--- config.mk ---
export PLATFORM = sky130hd
export DESIGN_NAME = calc_sequencer_flat
export DESIGN_NICKNAME = d
export VERILOG_FILES = /design/src/rtl/calc_sequencer_pkg.sv /design/src/rtl/calc_sequencer_if.sv /design/src/rtl/calc_sequencer_entry_buffer.sv /design/src/rtl/calc_sequencer.sv /design/src/flat_wrapper.sv
export SDC_FILE = /design/constraint.sdc
export NUM_CORES = 1
export LEC_CHECK = 0
export CAP_MARGIN = 5
export CORE_UTILIZATION = 40
export CTS_CLUSTER_DIAMETER = 60
export DETAILED_ROUTE_END_ITERATION = 6
export PLACE_DENSITY = 0.7
export SETUP_SLACK_MARGIN = 0.4
export SYNTH_ARGS = -nofsm -noshare
export SYNTH_HDL_FRONTEND = slang
export SYNTH_SLANG_ARGS = --single-unit
--- constraint.sdc ---
create_clock -name sw_clk -period 5.7 [get_ports sw_clk]
set_clock_uncertainty 0.2 [all_clocks]
set_input_delay 0.855 -clock sw_clk [delete_from_list [all_inputs] [get_ports sw_clk]]
set_output_delay 0.855 -clock sw_clk [all_outputs]
set_load 0.05 [all_outputs]
--- src/rtl/calc_sequencer_pkg.sv ---
// Shared definitions for the calculator key sequencer and its arithmetic unit.
// Latency: n/a (types, constants and pure helper functions only).
// Backpressure: n/a.
// Contents: operator codes (ADD=0 SUB=1 MUL=2 DIV=3 MOD=4), keypad key codes,
// the display error sentinel, FSM state type and operator-key helpers.
package calc_sequencer_pkg;

    typedef enum logic [2:0] {
        OP_ADD = 3'd0,
        OP_SUB = 3'd1,
        OP_MUL = 3'd2,
        OP_DIV = 3'd3,
        OP_MOD = 3'd4
    } op_t;

    typedef enum logic [2:0] {
        ST_ENTRY_A,
        ST_OP_SEL,
        ST_ENTRY_B,
        ST_WAIT_CALC,
        ST_RESULT,
        ST_ERROR
    } state_t;

    localparam logic [3:0] KEY_DIVMOD = 4'ha;
    localparam logic [3:0] KEY_MUL    = 4'hb;
    localparam logic [3:0] KEY_ADDSUB = 4'hc;
    localparam logic [3:0] KEY_AC     = 4'hd;
    localparam logic [3:0] KEY_ANS    = 4'he;
    localparam logic [3:0] KEY_EQ     = 4'hf;

    localparam logic signed [31:0] ERR_SENTINEL = 32'sh8000_0000;

    // Operator selected by the first press of an operator key.
    function automatic op_t key_base_op(input logic [3:0] key);
        op_t r;
        case (key)
            KEY_DIVMOD: r = OP_DIV;
            KEY_ADDSUB: r = OP_ADD;
            default:    r = OP_MUL;
        endcase
        return r;
    endfunction

    // Operator after a key press while already choosing an operator: pressing
    // the key that produced the current base code flips it to its alternate;
    // any other situation falls back to the key's base code.
    function automatic op_t op_after_key(input logic [3:0] key, input op_t cur);
        op_t r;
        r = key_base_op(key);
        if (key == KEY_DIVMOD && cur == OP_DIV) r = OP_MOD;
        if (key == KEY_ADDSUB && cur == OP_ADD) r = OP_SUB;
        return r;
    endfunction

endpackage

--- src/rtl/calc_sequencer_if.sv ---
// Launch/complete handshake between the key sequencer and the arithmetic unit.
// Latency: n/a (wires only).
// Backpressure: none; calc_start is a single pulse, operands stay stable until calc_done.
// master = sequencer (drives start/operands/operator), slave = arithmetic unit.
interface calc_sequencer_if;
    import calc_sequencer_pkg::*;

    logic               calc_start;
    logic signed [31:0] operand1;
    logic signed [31:0] operand2;
    op_t                operator;
    logic               calc_done;
    logic signed [31:0] calc_result;
    logic               calc_err;

    modport master (
        output calc_start, operand1, operand2, operator,
        input  calc_done, calc_result, calc_err
    );

    modport slave (
        input  calc_start, operand1, operand2, operator,
        output calc_done, calc_result, calc_err
    );
endinterface

--- src/rtl/calc_sequencer_entry_buffer.sv ---
// Decimal entry accumulator: value = value*10 + digit, capped at MAX_DIGITS digits.
// Latency: value updates on the sw_clk edge that samples the strobe; value_nxt is its combinational preview.
// Backpressure: none; digits beyond the limit are silently dropped.
// Ports: clear / load(load_value, marks full) / digit_vld(digit) in; value, value_nxt, full out.
module entry_buffer #(
    parameter int MAX_DIGITS = 9
) (
    input  logic               sw_clk,
    input  logic               rst,
    input  logic               clear,
    input  logic               load,
    input  logic signed [31:0] load_value,
    input  logic               digit_vld,
    input  logic [3:0]         digit,
    output logic signed [31:0] value,
    output logic signed [31:0] value_nxt,
    output logic               full
);
    localparam int CW = $clog2(MAX_DIGITS + 1);

    logic [CW-1:0] count;
    logic [CW-1:0] count_nxt;
    logic signed [31:0] digit_ext;

    assign digit_ext = $signed({28'd0, digit});
    assign full      = (count >= CW'(MAX_DIGITS));

    // clear+digit together starts a fresh number with that digit.
    always_comb begin
        value_nxt = value;
        count_nxt = count;
        if (clear && digit_vld) begin
            value_nxt = digit_ext;
            count_nxt = CW'(1);
        end else if (clear) begin
            value_nxt = '0;
            count_nxt = '0;
        end else if (load) begin
            value_nxt = load_value;
            count_nxt = CW'(MAX_DIGITS);
        end else if (digit_vld && !full) begin
            value_nxt = value * 32'sd10 + digit_ext;
            count_nxt = count + CW'(1);
        end
    end

    always_ff @(posedge sw_clk or negedge rst) begin
        if (!rst) begin
            value <= '0;
            count <= '0;
        end else begin
            value <= value_nxt;
            count <= count_nxt;
        end
    end
endmodule

--- src/rtl/calc_sequencer.sv ---
// Keypad-driven calculator sequencer: builds two operands and an operator, launches the arithmetic unit, shows results.
// Latency: fnd_serial and all control outputs are registered, one sw_clk after the causing key or calc_done.
// Backpressure: none; keys other than AC are ignored while busy or in error, AC always wins.
// Ports: sw_clk, rst (async active-low), eBCD keypad event, calc (master handshake), fnd_serial, err_flag, busy.
module calc_sequencer
    import calc_sequencer_pkg::*;
#(
    parameter int MAX_DIGITS   = 9,
    parameter int CALC_TIMEOUT = 64
) (
    input  logic               sw_clk,
    input  logic               rst,
    input  logic [4:0]         eBCD,
    calc_sequencer_if.master   calc,
    output logic signed [31:0] fnd_serial,
    output logic               err_flag,
    output logic               busy
);
    localparam int TW = $clog2(CALC_TIMEOUT + 1);

    state_t             state;
    logic signed [31:0] ans;
    logic [TW-1:0]      tmo_cnt;

    logic [3:0] key;
    logic       is_digit, is_op, is_ac, is_ans, is_eq, is_addsub;
    logic       buf_clear, buf_load, buf_digit, buf_full;
    logic signed [31:0] buf_val, buf_nxt;

    assign key       = eBCD[3:0];
    assign is_digit  = eBCD[4] && (key <= 4'd9);
    assign is_op     = eBCD[4] && (key == KEY_DIVMOD || key == KEY_MUL || key == KEY_ADDSUB);
    assign is_addsub = eBCD[4] && (key == KEY_ADDSUB);
    assign is_ac     = eBCD[4] && (key == KEY_AC);
    assign is_ans    = eBCD[4] && (key == KEY_ANS);
    assign is_eq     = eBCD[4] && (key == KEY_EQ);

    // Buffer commands are decoded from the current state so the buffer and the
    // FSM move on the same edge.
    always_comb begin
        buf_clear = 1'b0;
        buf_load  = 1'b0;
        buf_digit = 1'b0;
        if (is_ac) begin
            buf_clear = 1'b1;
        end else begin
            case (state)
                ST_ENTRY_A, ST_ENTRY_B: begin
                    buf_digit = is_digit;
                    buf_load  = is_ans;
                end
                ST_OP_SEL, ST_RESULT: begin
                    buf_clear = is_digit;
                    buf_digit = is_digit;
                end
                default: ;
            endcase
        end
    end

    entry_buffer #(.MAX_DIGITS(MAX_DIGITS)) u_entry (
        .sw_clk     (sw_clk),
        .rst        (rst),
        .clear      (buf_clear),
        .load       (buf_load),
        .load_value (ans),
        .digit_vld  (buf_digit),
        .digit      (key),
        .value      (buf_val),
        .value_nxt  (buf_nxt),
        .full       (buf_full)
    );

    // buf_full only gates digits inside the buffer; the FSM does not need it.
    logic unused_full;
    assign unused_full = buf_full;

    always_ff @(posedge sw_clk or negedge rst) begin
        if (!rst) begin
            state           <= ST_ENTRY_A;
            ans             <= '0;
            tmo_cnt         <= '0;
            calc.calc_start <= 1'b0;
            calc.operand1   <= '0;
            calc.operand2   <= '0;
            calc.operator   <= OP_ADD;
            fnd_serial      <= '0;
            err_flag        <= 1'b0;
            busy            <= 1'b0;
        end else begin
            calc.calc_start <= 1'b0;
            if (is_ac) begin
                // AC outranks a same-cycle calc_done: the result is dropped.
                state         <= ST_ENTRY_A;
                tmo_cnt       <= '0;
                calc.operand1 <= '0;
                calc.operand2 <= '0;
                calc.operator <= OP_ADD;
                fnd_serial    <= '0;
                err_flag      <= 1'b0;
                busy          <= 1'b0;
            end else begin
                case (state)
                    ST_ENTRY_A: begin
                        fnd_serial <= buf_nxt;
                        if (is_op) begin
                            calc.operand1 <= buf_val;
                            calc.operator <= key_base_op(key);
                            fnd_serial    <= buf_val;
                            state         <= ST_OP_SEL;
                        end
                    end
                    ST_OP_SEL: begin
                        if (is_op) begin
                            calc.operator <= op_after_key(key, calc.operator);
                        end else if (is_digit) begin
                            fnd_serial <= buf_nxt;
                            state      <= ST_ENTRY_B;
                        end
                    end
                    ST_ENTRY_B: begin
                        fnd_serial <= buf_nxt;
                        if (is_addsub) begin
                            calc.operator <= OP_SUB;
                        end else if (is_eq) begin
                            calc.operand2   <= buf_val;
                            calc.calc_start <= 1'b1;
                            busy            <= 1'b1;
                            tmo_cnt         <= '0;
                            state           <= ST_WAIT_CALC;
                        end
                    end
                    ST_WAIT_CALC: begin
                        // fnd_serial deliberately holds whatever was on display.
                        if (calc.calc_done) begin
                            busy <= 1'b0;
                            if (calc.calc_err) begin
                                err_flag   <= 1'b1;
                                fnd_serial <= ERR_SENTINEL;
                                state      <= ST_ERROR;
                            end else begin
                                ans        <= calc.calc_result;
                                fnd_serial <= calc.calc_result;
                                state      <= ST_RESULT;
                            end
                        end else if (tmo_cnt == TW'(CALC_TIMEOUT - 1)) begin
                            // CALC_TIMEOUT edges spent in WAIT_CALC with no answer.
                            busy       <= 1'b0;
                            err_flag   <= 1'b1;
                            fnd_serial <= ERR_SENTINEL;
                            state      <= ST_ERROR;
                        end else begin
                            tmo_cnt <= tmo_cnt + TW'(1);
                        end
                    end
                    ST_RESULT: begin
                        if (is_digit) begin
                            fnd_serial <= buf_nxt;
                            state      <= ST_ENTRY_A;
                        end else if (is_op) begin
                            calc.operand1 <= ans;
                            calc.operator <= key_base_op(key);
                            fnd_serial    <= ans;
                            state         <= ST_OP_SEL;
                        end
                    end
                    default: ; // ST_ERROR: only AC leaves
                endcase
            end
        end
    end
endmodule
--- src/flat_wrapper.sv ---
// flat-port wrapper written by rule: the top's interface ports become plain ports
module calc_sequencer_flat import calc_sequencer_pkg::*;
#(
    parameter int MAX_DIGITS   = 9,
    parameter int CALC_TIMEOUT = 64
)
  (sw_clk, rst, eBCD, fnd_serial, err_flag, busy, calc_calc_start, calc_operand1, calc_operand2, calc_operator, calc_calc_done, calc_calc_result, calc_calc_err);
  calc_sequencer_if calc_i ();
  input  logic sw_clk;
  input  logic rst;
  input  logic [4:0] eBCD;
  output logic signed [31:0] fnd_serial;
  output logic err_flag;
  output logic busy;
  output wire logic [$bits(calc_i.calc_start)-1:0] calc_calc_start;
  output wire logic [$bits(calc_i.operand1)-1:0] calc_operand1;
  output wire logic [$bits(calc_i.operand2)-1:0] calc_operand2;
  output wire logic [$bits(calc_i.operator)-1:0] calc_operator;
  input wire logic [$bits(calc_i.calc_done)-1:0] calc_calc_done;
  input wire logic [$bits(calc_i.calc_result)-1:0] calc_calc_result;
  input wire logic [$bits(calc_i.calc_err)-1:0] calc_calc_err;
  assign calc_calc_start = calc_i.calc_start;
  assign calc_operand1 = calc_i.operand1;
  assign calc_operand2 = calc_i.operand2;
  assign calc_operator = calc_i.operator;
  assign calc_i.calc_done = calc_calc_done;
  assign calc_i.calc_result = calc_calc_result;
  assign calc_i.calc_err = calc_calc_err;
  calc_sequencer #(.MAX_DIGITS(MAX_DIGITS), .CALC_TIMEOUT(CALC_TIMEOUT)) u_core (.sw_clk(sw_clk), .rst(rst), .eBCD(eBCD), .calc(calc_i), .fnd_serial(fnd_serial), .err_flag(err_flag), .busy(busy));
endmodule
Word-level counts from Yosys, hierarchy flattened
Index checks and enable logic that the tools add are counted.

word-level totals
  input port bits = 41
  bits in writable memories = 0
  flip-flop bits (word level) = 180
  memories kept = 0
  memory bits (read-only) = 0
  bits in latches = 0

operators by class
  divide/modulo/power cells = 0
  equality and inequality tests = 27
  bitwise gates (word level) = 2
  shift-type cells = 0
  muxes and demuxes = 73
  add/subtract/negate cells = 3
  reduce and logical (&&, ||, !) cells = 36
  multipliers = 1
  $lt $le $gt $ge = 2

operator list
  kind                                                                   number
  32-bit 2-to-1 mux                                                      20
  32-bit case mux with 5 select lines                                    1
  32-bit case mux with 2 select lines                                    1
  3-bit 2-to-1 mux                                                       16
  7-bit 2-to-1 mux                                                       5
  32-bit by 5-bit adder with 32-bit output                               1
  32-bit by 4-bit multiplier with 31-bit output, second input constant   1
  4-bit equality test, second input constant                             6
  1-bit 2-to-1 mux                                                       21
  3-bit by 1-bit != test with 1-bit output, second input constant        7
  4-bit 2-to-1 mux                                                       4
  4-bit AND reduction                                                    4
  3-bit case mux with 5 select lines                                     1
  7-bit case mux with 2 select lines                                     1
  3-bit case mux with 4 select lines                                     1
  1-bit logical AND                                                      10
  5-bit AND reduction                                                    2
  3-bit by 2-bit equality test with 1-bit output, second input constant  3
  3-bit by 2-bit != test with 1-bit output, second input constant        3
  3-bit nonzero test                                                     3
  7-bit by 1-bit adder with 7-bit output, second input constant          1
  7-bit by 6-bit equality test with 1-bit output, second input constant  1
  3-bit logical NOT                                                      2
  3-bit != test, second input constant                                   2
  other kinds (21)                                                       27

Logic depth before layout (Yosys ltp)
Gate-level depths: netlist of the first run.

  depth after elaboration = 13
  mapped depth = 14
  gate-level depth less buffers = 13

By module
Synthesis of the first run repeated with hierarchy kept, for this count alone.

unflattened totals
  cells, all modules = 1,472
  area total of the unflattened synthesis = 12,951.2 um^2

by module, submodules not included
  module          cells an instance  area each (um^2)  times used
  calc_sequencer  827                7,922.6           1
  entry_buffer    645                5,028.6           1

Worst setup path after synthesis of the first run
OpenSTA, ideal clock, no wires.

  kind = reg2reg
  start = reg u_core.u_entry.value[1]
  end = reg u_core.fnd_serial[29]
  setup slack = 1,296 ps
  data arrival time = 4,103 ps
  cell stages (with the launch flop) = 15
  buffers on the path = 1
  clock period less this slack = 4,404 ps
  path through = dfrtp_1 ha_1 ha_1 fa_1 a21o_2 a221o_1 a221oi_1 xnor2_1 nand4_1 or3b_1 buf_2 or4b_1 mux2i_1 a211oi_1 o311ai_2

on the way
  cells in the longest elaborated chain, start to end = 10

ends and longest elaborated chain
  element                                            line                               text
  start, declared                                    calc_sequencer_entry_buffer.sv:15  output logic signed [31:0] value,
  start signal, assigned                             calc_sequencer_entry_buffer.sv:52  value <= value_nxt;
  32-bit by 4-bit multiplier with 31-bit output (*)  calc_sequencer_entry_buffer.sv:42  value_nxt = value * 32'sd10 + digit_ext;
  32-bit by 5-bit adder with 32-bit output (*)       calc_sequencer_entry_buffer.sv:42
  32-bit 2-to-1 mux (*)                              calc_sequencer_entry_buffer.sv:41  end else if (digit_vld && !full) begin
  32-bit 2-to-1 mux (*)                              calc_sequencer_entry_buffer.sv:38  end else if (load) begin
  32-bit 2-to-1 mux (*)                              calc_sequencer_entry_buffer.sv:35  end else if (clear) begin
  32-bit 2-to-1 mux (*)                              calc_sequencer_entry_buffer.sv:32  if (clear && digit_vld) begin
  32-bit 2-to-1 mux                                  calc_sequencer.sv:116              end else if (is_digit) begin
  32-bit 2-to-1 mux                                  calc_sequencer.sv:114              if (is_op) begin
  32-bit case mux with 5 select lines (*)            calc_sequencer.sv:103              case (state)
  32-bit 2-to-1 mux (*)                              calc_sequencer.sv:92               if (is_ac) begin
  end signal, assigned                               calc_sequencer.sv:105              fnd_serial <= buf_nxt;
  end signal, assigned                               calc_sequencer.sv:109              fnd_serial <= buf_val;
  end signal, assigned                               calc_sequencer.sv:117              fnd_serial <= buf_nxt;
  end, declared                                      calc_sequencer.sv:15               output logic signed [31:0] fnd_serial,

Every way passes the cells marked *; elsewhere a longest branch is shown, timed or not. The select of a mux whose other input is x is not followed.
A chain may end at the register's enable or synchronous reset.

Worst setup path in the final report of the first run
Ends and elaborated chain as after synthesis.

==> impl_metrics.tcl, run 1 <==
set metrics [dict create \
    grt.overflow.total 0 \
    leakage_nw 6.03 \
    die_height_um 173 \
    grt_pass1_wl_um 59700 \
    first_global_vias 10400 \
    finalSetupTns_ns 0 \
    clock_sinks 180 \
    post_cts_buffers 0 \
    die_x_um 173 \
    synthesis.nets 1424 \
    peakVddDrop_v 0.000271 \
    wl_per_cell_um 21.0 \
    pwr_density_cell_nw_per_um2 717 \
    required_ns 5.84 \
    yosysWarnings 0 \
    path_buf_inv 0 \
    setup-violations-final 0 \
    final_nets 1520 \
    avgSynthCellArea_um2 8.82 \
    r2r_start "u_core.u_entry.value[1]" \
    num_vias 10900 \
    place_congestion 0.915 \
    top_layer "met4" \
    max_stage_delay_ns 0.53 \
    syn_to_final_growth_pct 20.7 \
    max_freq_ghz 0.206 \
    r2r_end "u_core.fnd_serial[29]" \
    max_cap_violations 0 \
    reg2reg_depth 13 \
    crit_type "register to register" \
    synth_common_cells "nand2_1, dfrtp_1, a21oi_1" \
    synth_area_leaders "dfrtp_1, nand2_1, ha_1" \
    crit_family "compound AO/OA/AOI/OAI gates" \
    numPortBuffers 142 \
    fin_cells 1812 \
    end_kind "register" \
    hold_viol 0 \
    drt-initial-drc-count 949 \
    yosysMostFrequentCell "nand2_1" \
    hold_class "input port to asynchronous set/reset pin" \
    synth_edf_count 0 \
    rrSetupSlack_ns 0.84 \
    cts_buffers 17 \
    p_switching_w 0.00534 \
    start_kind "register" \
    violations "design-rule violations" \
    pwr-share-seq_pct 23.7 \
    slew-limit-headroom_pct 31.5 \
    dp.cells 1780 \
    start_util_pct 40.7 \
    dp_hpwl_um 26600 \
    cts-hold-fix-buffers 0 \
    clock_latency_ns 0.45 \
    yosysTopAreaCell "dfrtp_1" \
    htreeDepth 4 \
    routed_wl_um 38000 \
    fillCellCount 2670 \
    final_antenna_net_count 0 \
    tightest_slew_ns 1.02 \
    cts.path.max_buffers 2 \
    antenna_found_initial 0 \
    synth_flop_cell "dfrtp_1" \
    grt_max_degree 99 \
    root_buffer "clkbuf_16" \
    met1Wirelength_um 17100 \
    synth_top_area_share_pct 38.7 \
    rsz0062_at_grt "false" \
    ioPinCount 143 \
    crit_arrival_ns 4.99 \
    synth_cell_types 81 \
    dr_wl_met2_um 17600 \
    drc_errors 1 \
    first_pass_iters 7 \
    cts_tree "built" \
    dieArea_um2 29800 \
    cts_resized 0 \
    grt.total_usage_pct 25.6 \
    synthArstFlopShare_pct 100 \
    layout-drive-gt1-share_pct 8.82 \
    vias_per_cell 6.03 \
    core_area_um2 28600 \
    p_comb_share_pct 64.1 \
    synth_cells 1319 \
    switching_share_pct 53.0 \
    slew_viol_final 0 \
    critPathMaxFanout 8 \
    path_clk_slew_ns 0.08 \
    met3_length_um 2300 \
    ys_ff_latch 180 \
    finalCritPeriodShare_pct 85.2 \
    crit_chain "ha_1 -> ha_1 -> fa_1 -> a21o_2 -> a221o_1 -> a221oi_1 -> xnor2_1 -> nand4_1 -> or3b_1 -> or4b_1 -> mux2i_1 -> a211oi_1 -> o311ai_2" \
    fp-row-count 62 \
    antenna_cells 0 \
    crit_top_cell "ha_1" \
    fin_crit_ns 4.86 \
    clkPwrFrac_pct 12.2 \
    slowest_stage "or3b_1" \
    ys_seq_area_share_pct 38.7 \
    status "finished, violations left" \
    internal-power_w 0.00474 \
    netlist_area_um2 11600 \
]
## registers in the layout, summed over array words and instances (netlist names)
name,cells
u_core.busy,1
u_core.calc.operand2,32
u_core.err_flag,1
u_core.tmo_cnt,7
u_core.state,3
u_core.u_entry.value,32
u_core.calc.calc_start,1
u_core.u_entry.count,4
u_core.calc.operand1,32
u_core.calc.operator,3
u_core.fnd_serial,32
u_core.ans,32
## final cells by class
cell class / instances / area (um^2) / area share [%]
clock buffer: 17 / 425 / 3.03
sequential: 180 / 4500 / 32.1
multi-input combinational: 1042 / 6820 / 48.6
tap: 384 / 480 / 3.42
timing repair buffer: 164 / 1600 / 11.4
clock inverter: 15 / 175 / 1.25
inverter: 10 / 37.5 / 0.267
## power by group through the flow
stage	sequential (W)	combinational (W)	clock, W
CTS	0.00237	0.00640	0.00124
global placement	0.00237	0.00630	0
floorplan	0.00309	0.00371	0
finish	0.00238	0.00646	0.00123
global route	0.00245	0.00700	0.00130
detailed placement	0.00239	0.00636	0
## kinds of logic after synthesis
kind of cell | synth area share (%)
xor gates and xnor gates | 3.82
AOI/OAI and AO/OA | 22.8
adders and majority gates | 7.01
and+or+nand+nor | 17.8
muxes | 6.66
DFF | 38.7
buffers and inverters | 3.19
## cells in the final DEF (no fill, tap or decap), types with 26 or more instances in the layout
cell               n
nand2_1          209
dfrtp_1          180
clkdlybuf4s50_1  141
a21oi_1          117
nor2_1           108
o21ai_0           87
ha_1              62
mux2i_1           38
o31ai_1           37
mux2_2            35
xnor2_1           26
nor3_1            26
## worst max path at each step
stage | slack [ns] | startpoint | depth (start not counted) | endpoint
after floorplan | 1.30 | u_core.u_entry.value[1] | 14 | u_core.fnd_serial[29]
after global placement | 0.80 | eBCD[2] | 12 | u_core.fnd_serial[29]
after detailed placement | 0.69 | eBCD[2] | 12 | u_core.fnd_serial[29]
after CTS | 0.88 | u_core.u_entry.value[1] | 13 | u_core.fnd_serial[29]
after global routing | 0.61 | u_core.u_entry.value[1] | 13 | u_core.fnd_serial[29]
final | 0.84 | u_core.u_entry.value[1] | 13 | u_core.fnd_serial[29]
## stage by stage
| stage | power [W] | util (%) | setup WS, ns | hold WS (ns) | instance area, um^2 |
|---|---|---|---|---|---|
| after CTS | 0.0100 | 49.1 | 0.882 | 0.277 | 14000 |
| after global routing | 0.0107 | 49.1 | 0.614 | 0.304 | 14000 |
| final | 0.0101 | 49.1 | 0.845 | 0.231 | 14000 |
| after global placement | 0.00867 | 47.0 | 0.796 | 0.263 | 13400 |
| after detailed placement | 0.00875 | 47.0 | 0.692 | 0.267 | 13400 |
| after floorplan | 0.00680 | - | 1.30 | 0.258 | 11600 |
## metal layers
layer / up-vias / track usage (%)
met1: 5376 / 35.2
met4: 0 / 9.11
met3: 60 / 3.17
li1: 5055 / -
met5: - / 0
met2: 427 / 41.4
Note: power is estimated with default switching activity, not from simulation.
==> run 2, diff against run 1 <==
Settings changed: ABC_AREA set to 1, PLACE_DENSITY 0.7 to 0.69.
==> impl_metrics.tcl, run 2 <==
set metrics [dict create \
    status "finished, final reports clean" \
    pwr_density_cell_nw_per_um2 587 \
    cts_buffers 17 \
    syn_to_final_growth_pct 19.2 \
    fp-row-count 64 \
    cts_resized 0 \
    synthArstFlopShare_pct 100 \
    grt_max_degree 75 \
    internal-power_w 0.00400 \
    leakage_nw 7.38 \
    rsz0062_at_grt "false" \
    grt.overflow.total 0 \
    crit_top_cell "nand2_1" \
    layout-drive-gt1-share_pct 7.79 \
    die_x_um 178 \
    antenna_cells 0 \
    cts-hold-fix-buffers 0 \
    synth_cell_types 49 \
    drc_errors 0 \
    yosysMostFrequentCell "nand2_1" \
    yosysWarnings 0 \
    num_vias 12400 \
    slew_viol_final 0 \
    clkPwrFrac_pct 13.6 \
    critPathMaxFanout 72 \
    ioPinCount 143 \
    finalCritPeriodShare_pct 73.6 \
    hold_class "input port to asynchronous set/reset pin" \
    cts.path.max_buffers 2 \
    ys_seq_area_share_pct 36.4 \
    htreeDepth 4 \
    place_congestion 0.933 \
    tightest_slew_ns 1.23 \
    numPortBuffers 142 \
    crit_type "input port to register" \
    clock_latency_ns 0.45 \
    switching_share_pct 53.7 \
    layout_common_cells "nand2_1, nand3_1, dfrtp_1, inv_1, clkdlybuf4s50_1" \
    p_switching_w 0.00465 \
    peakVddDrop_v 0.000559 \
    dp_hpwl_um 29000 \
    crit_arrival_ns 4.38 \
    avgSynthCellArea_um2 7.00 \
    slew-limit-headroom_pct 17.5 \
    end_kind "register" \
    setup-violations-final 0 \
    routed_wl_um 40200 \
    hold_viol 0 \
    grt_pass1_wl_um 63500 \
    pwr-share-seq_pct 26.7 \
    core_area_um2 30500 \
    fillCellCount 2990 \
    max_stage_delay_ns 0.71 \
    max_freq_ghz 0.238 \
    ys_ff_latch 180 \
    path_clk_slew_ns 0.07 \
    final_common_cell "nand2_1" \
    dieArea_um2 31600 \
    wl_per_cell_um 17.6 \
    root_buffer "clkbuf_16" \
    cts_tree "built" \
    dpl-instance-area_um2 14200 \
    start_util_pct 40.5 \
    fin_crit_ns 4.19 \
    crit_chain "clkdlybuf4s50_1 -> nand2_1 -> nor2_1 -> nand2_2 -> buf_4 -> nand3_1 -> o311ai_1 -> a21oi_1 -> inv_2 -> nor2_2 -> buf_12 -> o211ai_1 -> nand2_1" \
    first_pass_iters 5 \
    max_cap_violations 0 \
    vias_per_cell 5.43 \
    netlist_area_um2 12400 \
    antenna_found_initial 0 \
    slowest_stage "nor2_2" \
    synth_cells 1766 \
    drt-initial-drc-count 1110 \
    first_global_vias 11800 \
    grt.total_usage_pct 25.9 \
    clock_sinks 180 \
    die_height_um 178 \
    yosysTopAreaCell "dfrtp_1" \
    synth_common_cells "nand2_1, nand3_1, dfrtp_1" \
    synth_edf_count 0 \
    start_kind "input port" \
    synthesis.nets 1871 \
    final_antenna_net_count 0 \
    final_nets 1980 \
    finalSetupTns_ns 0 \
    required_ns 5.89 \
    synth_flop_cell "dfrtp_1" \
    synth_area_leaders "dfrtp_1, nand2_1, nand3_1" \
    post_cts_buffers 0 \
    synth_top_area_share_pct 36.4 \
    fin_area_um2 14800 \
    p_comb_share_pct 59.7 \
]
run 2: cell count changes after synthesis, sizes merged, moves of 19 or more:
cell	before	now
o31ai	37	3
xnor2	29	3
nand3	24	218
nand2	210	555
inv	9	193
clkbuf	71	49
a21oi	118	78
o21ai	94	75
mux2i	38	0
a31oi	10	40
nor2	112	163
run 2: power by group through the flow:
stage	registers [W]	clock network, W	logic [W]
3_5_place_dp	0.00230	0	0.00511
2_1_floorplan	0.00284	0	0.00295
4_1_cts	0.00229	0.00119	0.00514
6_report	0.00231	0.00118	0.00517
3_3_place_gp	0.00231	0	0.00504
5_1_grt	0.00235	0.00124	0.00565
run 2: critical path: cells and delay by family:
family	cells	cell delay (ns)
simple gates	6	1.48
compound gates	3	0.45
buf+inv	4	1.56
run 2: cells by family (layout without fill, tap and decap cells):
kind of cell	Yosys count	after routing	synth area share, %
multiplexers	17	17	1.55
buffers and inverters	265	387	8.33
AND/OR/NAND/NOR	982	982	34.6
AO/OA/AOI/OAI	246	246	11.7
flip-flops	180	180	36.4
adder cells (fa/ha/maj)	64	64	6.59
XOR/XNOR	12	12	0.910
run 2: through the flow:
step	hold WS [ns]	setup WS [ns]	std cells	power (W)	util [%]
after floorplan	0.246	2.36	1766	0.00578	-
after global placement	0.275	1.23	2252	0.00735	46.5
after detailed placement	0.274	1.09	2252	0.00742	46.5
after CTS	0.248	1.58	2284	0.00862	48.4
after global routing	0.272	1.23	2284	0.00924	48.4
final	0.229	1.51	2284	0.00865	48.4
run 2: routing by layer:
metal / vias up / routed length (um) / part of all wire, % / GRT usage [%]
li1: 6023 / - / - / -
met1: 5862 / 18000 / 45 / 35.6
met2: 456 / 18600 / 46 / 41.3
met3: 59 / 2690 / 6.7 / 4.11
met4: 0 / 905 / 2.3 / 8.90
met5: - / 0 / 0 / 0
run 2: worst paths after layout:
path,startpoint,to,slack (ns),cells past startpoint
hold / removal,rst,u_core.ans[1],0.23,1
min in group sw_clk,u_core.fnd_serial[28],u_core.fnd_serial[28],0.29,2
setup reg to reg,u_core.u_entry.value[1],u_core.fnd_serial[22],1.61,23
max in group asynchronous,rst,u_core.ans[24],3.89,2
setup / recovery,eBCD[2],u_core.fnd_serial[17],1.51,13
hold reg to reg,u_core.fnd_serial[28],u_core.fnd_serial[28],0.29,2
run 2: area by class of cell:
class / instances / area (um^2) / area share [%]
clock buffers: 18 / 439 / 2.98
repair buffers: 161 / 1580 / 10.7
inverters: 194 / 728 / 4.94
well taps: 396 / 495 / 3.36
clock inverters: 14 / 139 / 0.941
flip-flops and latches: 180 / 4500 / 30.5
multi-input cells: 1321 / 6870 / 46.5
==> run 3, diff against run 2 <==
Settings changed: PLACE_DENSITY 0.69 to 0.72.
Clock period 5.7 ns to 3.7 ns, I/O delays scaled along.
==> impl_metrics.tcl, run 3 (same netlist as run 2, synthesis figures left out) <==
set metrics [dict create \
    clock_latency_ns 0.45 \
    die_x_um 178 \
    setup-violations-final 0 \
    pwr-share-seq_pct 23.8 \
    hold_ws_ns 0.289 \
    layout_common_cells "nand2_1, nand3_1, dfrtp_1, inv_1, clkdlybuf4s50_1" \
    grt_max_degree 86 \
    slew_viol_final 0 \
    start_kind "register" \
    multi_input_area_um2 7530 \
    vias_per_cell 5.60 \
    htreeDepth 4 \
    cts_tree "built" \
    hold_class "register to register" \
    first_global_vias 12400 \
    num_vias 13200 \
    final_common_cell "nand2_1" \
    core_area_um2 30500 \
    antenna_cells 0 \
    required_ns 3.89 \
    fillCellCount 2850 \
    place_congestion 0.906 \
    dp_hpwl_um 30300 \
    seq_area_um2 4520 \
    clkPwrFrac_pct 12.9 \
    ioPinCount 143 \
    die_height_um 178 \
    hold_viol 0 \
    max_freq_ghz 0.279 \
    syn_to_final_growth_pct 29.7 \
    drt-initial-drc-count 1490 \
    status "finished, final reports clean" \
    crit_arrival_ns 3.77 \
    clock_sinks 180 \
    crit_type "register to register" \
    routed_wl_um 43400 \
    cts_buffers 17 \
    end_kind "register" \
    peakVddDrop_v 0.000540 \
    drc_errors 0 \
    max_cap_violations 0 \
    layout-drive-gt1-share_pct 18.8 \
    power.total_w 0.0147 \
    p_switching_w 0.00781 \
    cts.path.max_buffers 2 \
    fp-row-count 64 \
    rsz0062_at_grt "true" \
    finalCritPeriodShare_pct 96.9 \
    grt.total_usage_pct 27.4 \
    post-route-util_pct 52.6 \
    pwr_density_cell_nw_per_um2 918 \
    dieArea_um2 31600 \
    critPathMaxFanout 4 \
    tightest_slew_ns 0.835 \
    reg2reg_depth 25 \
    grt_pass1_wl_um 66900 \
    first_pass_iters 5 \
    final_nets 2050 \
    dp.cells 2285 \
    fin_crit_ns 3.59 \
    dpl-instance-area_um2 14500 \
    slew-limit-headroom_pct 44.4 \
    internal-power_w 0.00692 \
    hold_path_depth 2 \
    fin_area_um2 16000 \
    numPortBuffers 142 \
    path_clk_slew_ns 0.08 \
    switching_share_pct 53.0 \
    antenna_found_initial 0 \
    root_buffer "clkbuf_16" \
    final_antenna_net_count 0 \
    grt.overflow.total 0 \
    leakage_nw 7.74 \
    p_comb_share_pct 63.3 \
    start_util_pct 40.5 \
    fin_cells 2354 \
    wl_per_cell_um 18.4 \
]
run 3: changes by cell type in the layout (fill, tap and decap cells not counted), moves of 20 or more:
cell     change
buf_4       +58
nand2_1     -46
nand2_2     +44
nand3_1     -31
nand3_2     +24
ha_1        -20
run 3: critical path, cell delays in order (launching register included):
cell	delay, ns
dfrtp_1	0.44
ha_4	0.24
ha_4	0.16
fa_2	0.41
buf_6	0.15
nand3_2	0.06
nand3_2	0.10
nand2_2	0.14
nand3_2	0.11
nand2_4	0.11
inv_2	0.07
nor2_4	0.18
nand2_2	0.11
nor2_4	0.15
buf_4	0.14
buf_6	0.09
nand2_1	0.05
nand2_1	0.05
nand3_1	0.06
nand2_1	0.07
nand2_1	0.06
inv_2	0.09
nand2_1	0.05
nand2_1	0.06
o211ai_1	0.09
nand2_1	0.08
run 3: metal layers:
metal / vias up / share of wire (%) / GRT usage (%) / wire, um
met1: 6260 / 42 / 37.6 / 18300
met3: 118 / 8.9 / 5.10 / 3850
met4: 0 / 3.6 / 10.8 / 1580
met2: 628 / 45 / 42.6 / 19700
li1: 6167 / - / - / -
met5: - / 0 / 0 / 0
run 3: timing repair:
item	in CTS	in global routing
pin swaps	16	42
resized for setup	70	118
cloned	0	0
endpoints found under the setup margin	29	38
endpoints found under the hold margin	3	0
hold buffers	1	0
setup buffers	15	21
run 3: area by class of cell:
class	instances	area share, %
Multi-Input combinational cell	1321	46.9
Sequential cell	180	28.2
Timing Repair Buffer	231	13.5
Inverter	194	4.54
Tap cell	396	3.09
Clock buffer	20	2.91
Clock inverter	12	0.827
run 3: through the flow:
stage	setup TNS [ns]	setup slack, ns
global route	-0.147	-0.0664
CTS	0	0.282
finish	0	0.114
global placement	0	0.0491
floorplan	0	0.440
detailed placement	-0.0454	-0.0454
run 3: worst paths after layout:
path	start	end	slack (ns)
worst max-delay path	u_core.u_entry.value[1]	u_core.fnd_serial[17]	0.11
worst max register to register	u_core.u_entry.value[1]	u_core.fnd_serial[17]	0.11
max in group asynchronous	rst	u_core.u_entry.value[2]	1.84
worst min register to register	u_core.fnd_serial[18]	u_core.fnd_serial[18]	0.29
min in group asynchronous	rst	u_core.calc.operand2[24]	0.53
worst min-delay path	u_core.fnd_serial[18]	u_core.fnd_serial[18]	0.29
run 3: power groups by stage:
| stage | clock, W | sequential [W] | combinational (W) |
|---|---|---|---|
| floorplan | 0 | 0.00437 | 0.00457 |
| detailed placement | 0 | 0.00348 | 0.00815 |
| finish | 0.00190 | 0.00351 | 0.00932 |
| global route | 0.00199 | 0.00356 | 0.0100 |
| global placement | 0 | 0.00349 | 0.00803 |
| CTS | 0.00191 | 0.00346 | 0.00861 |
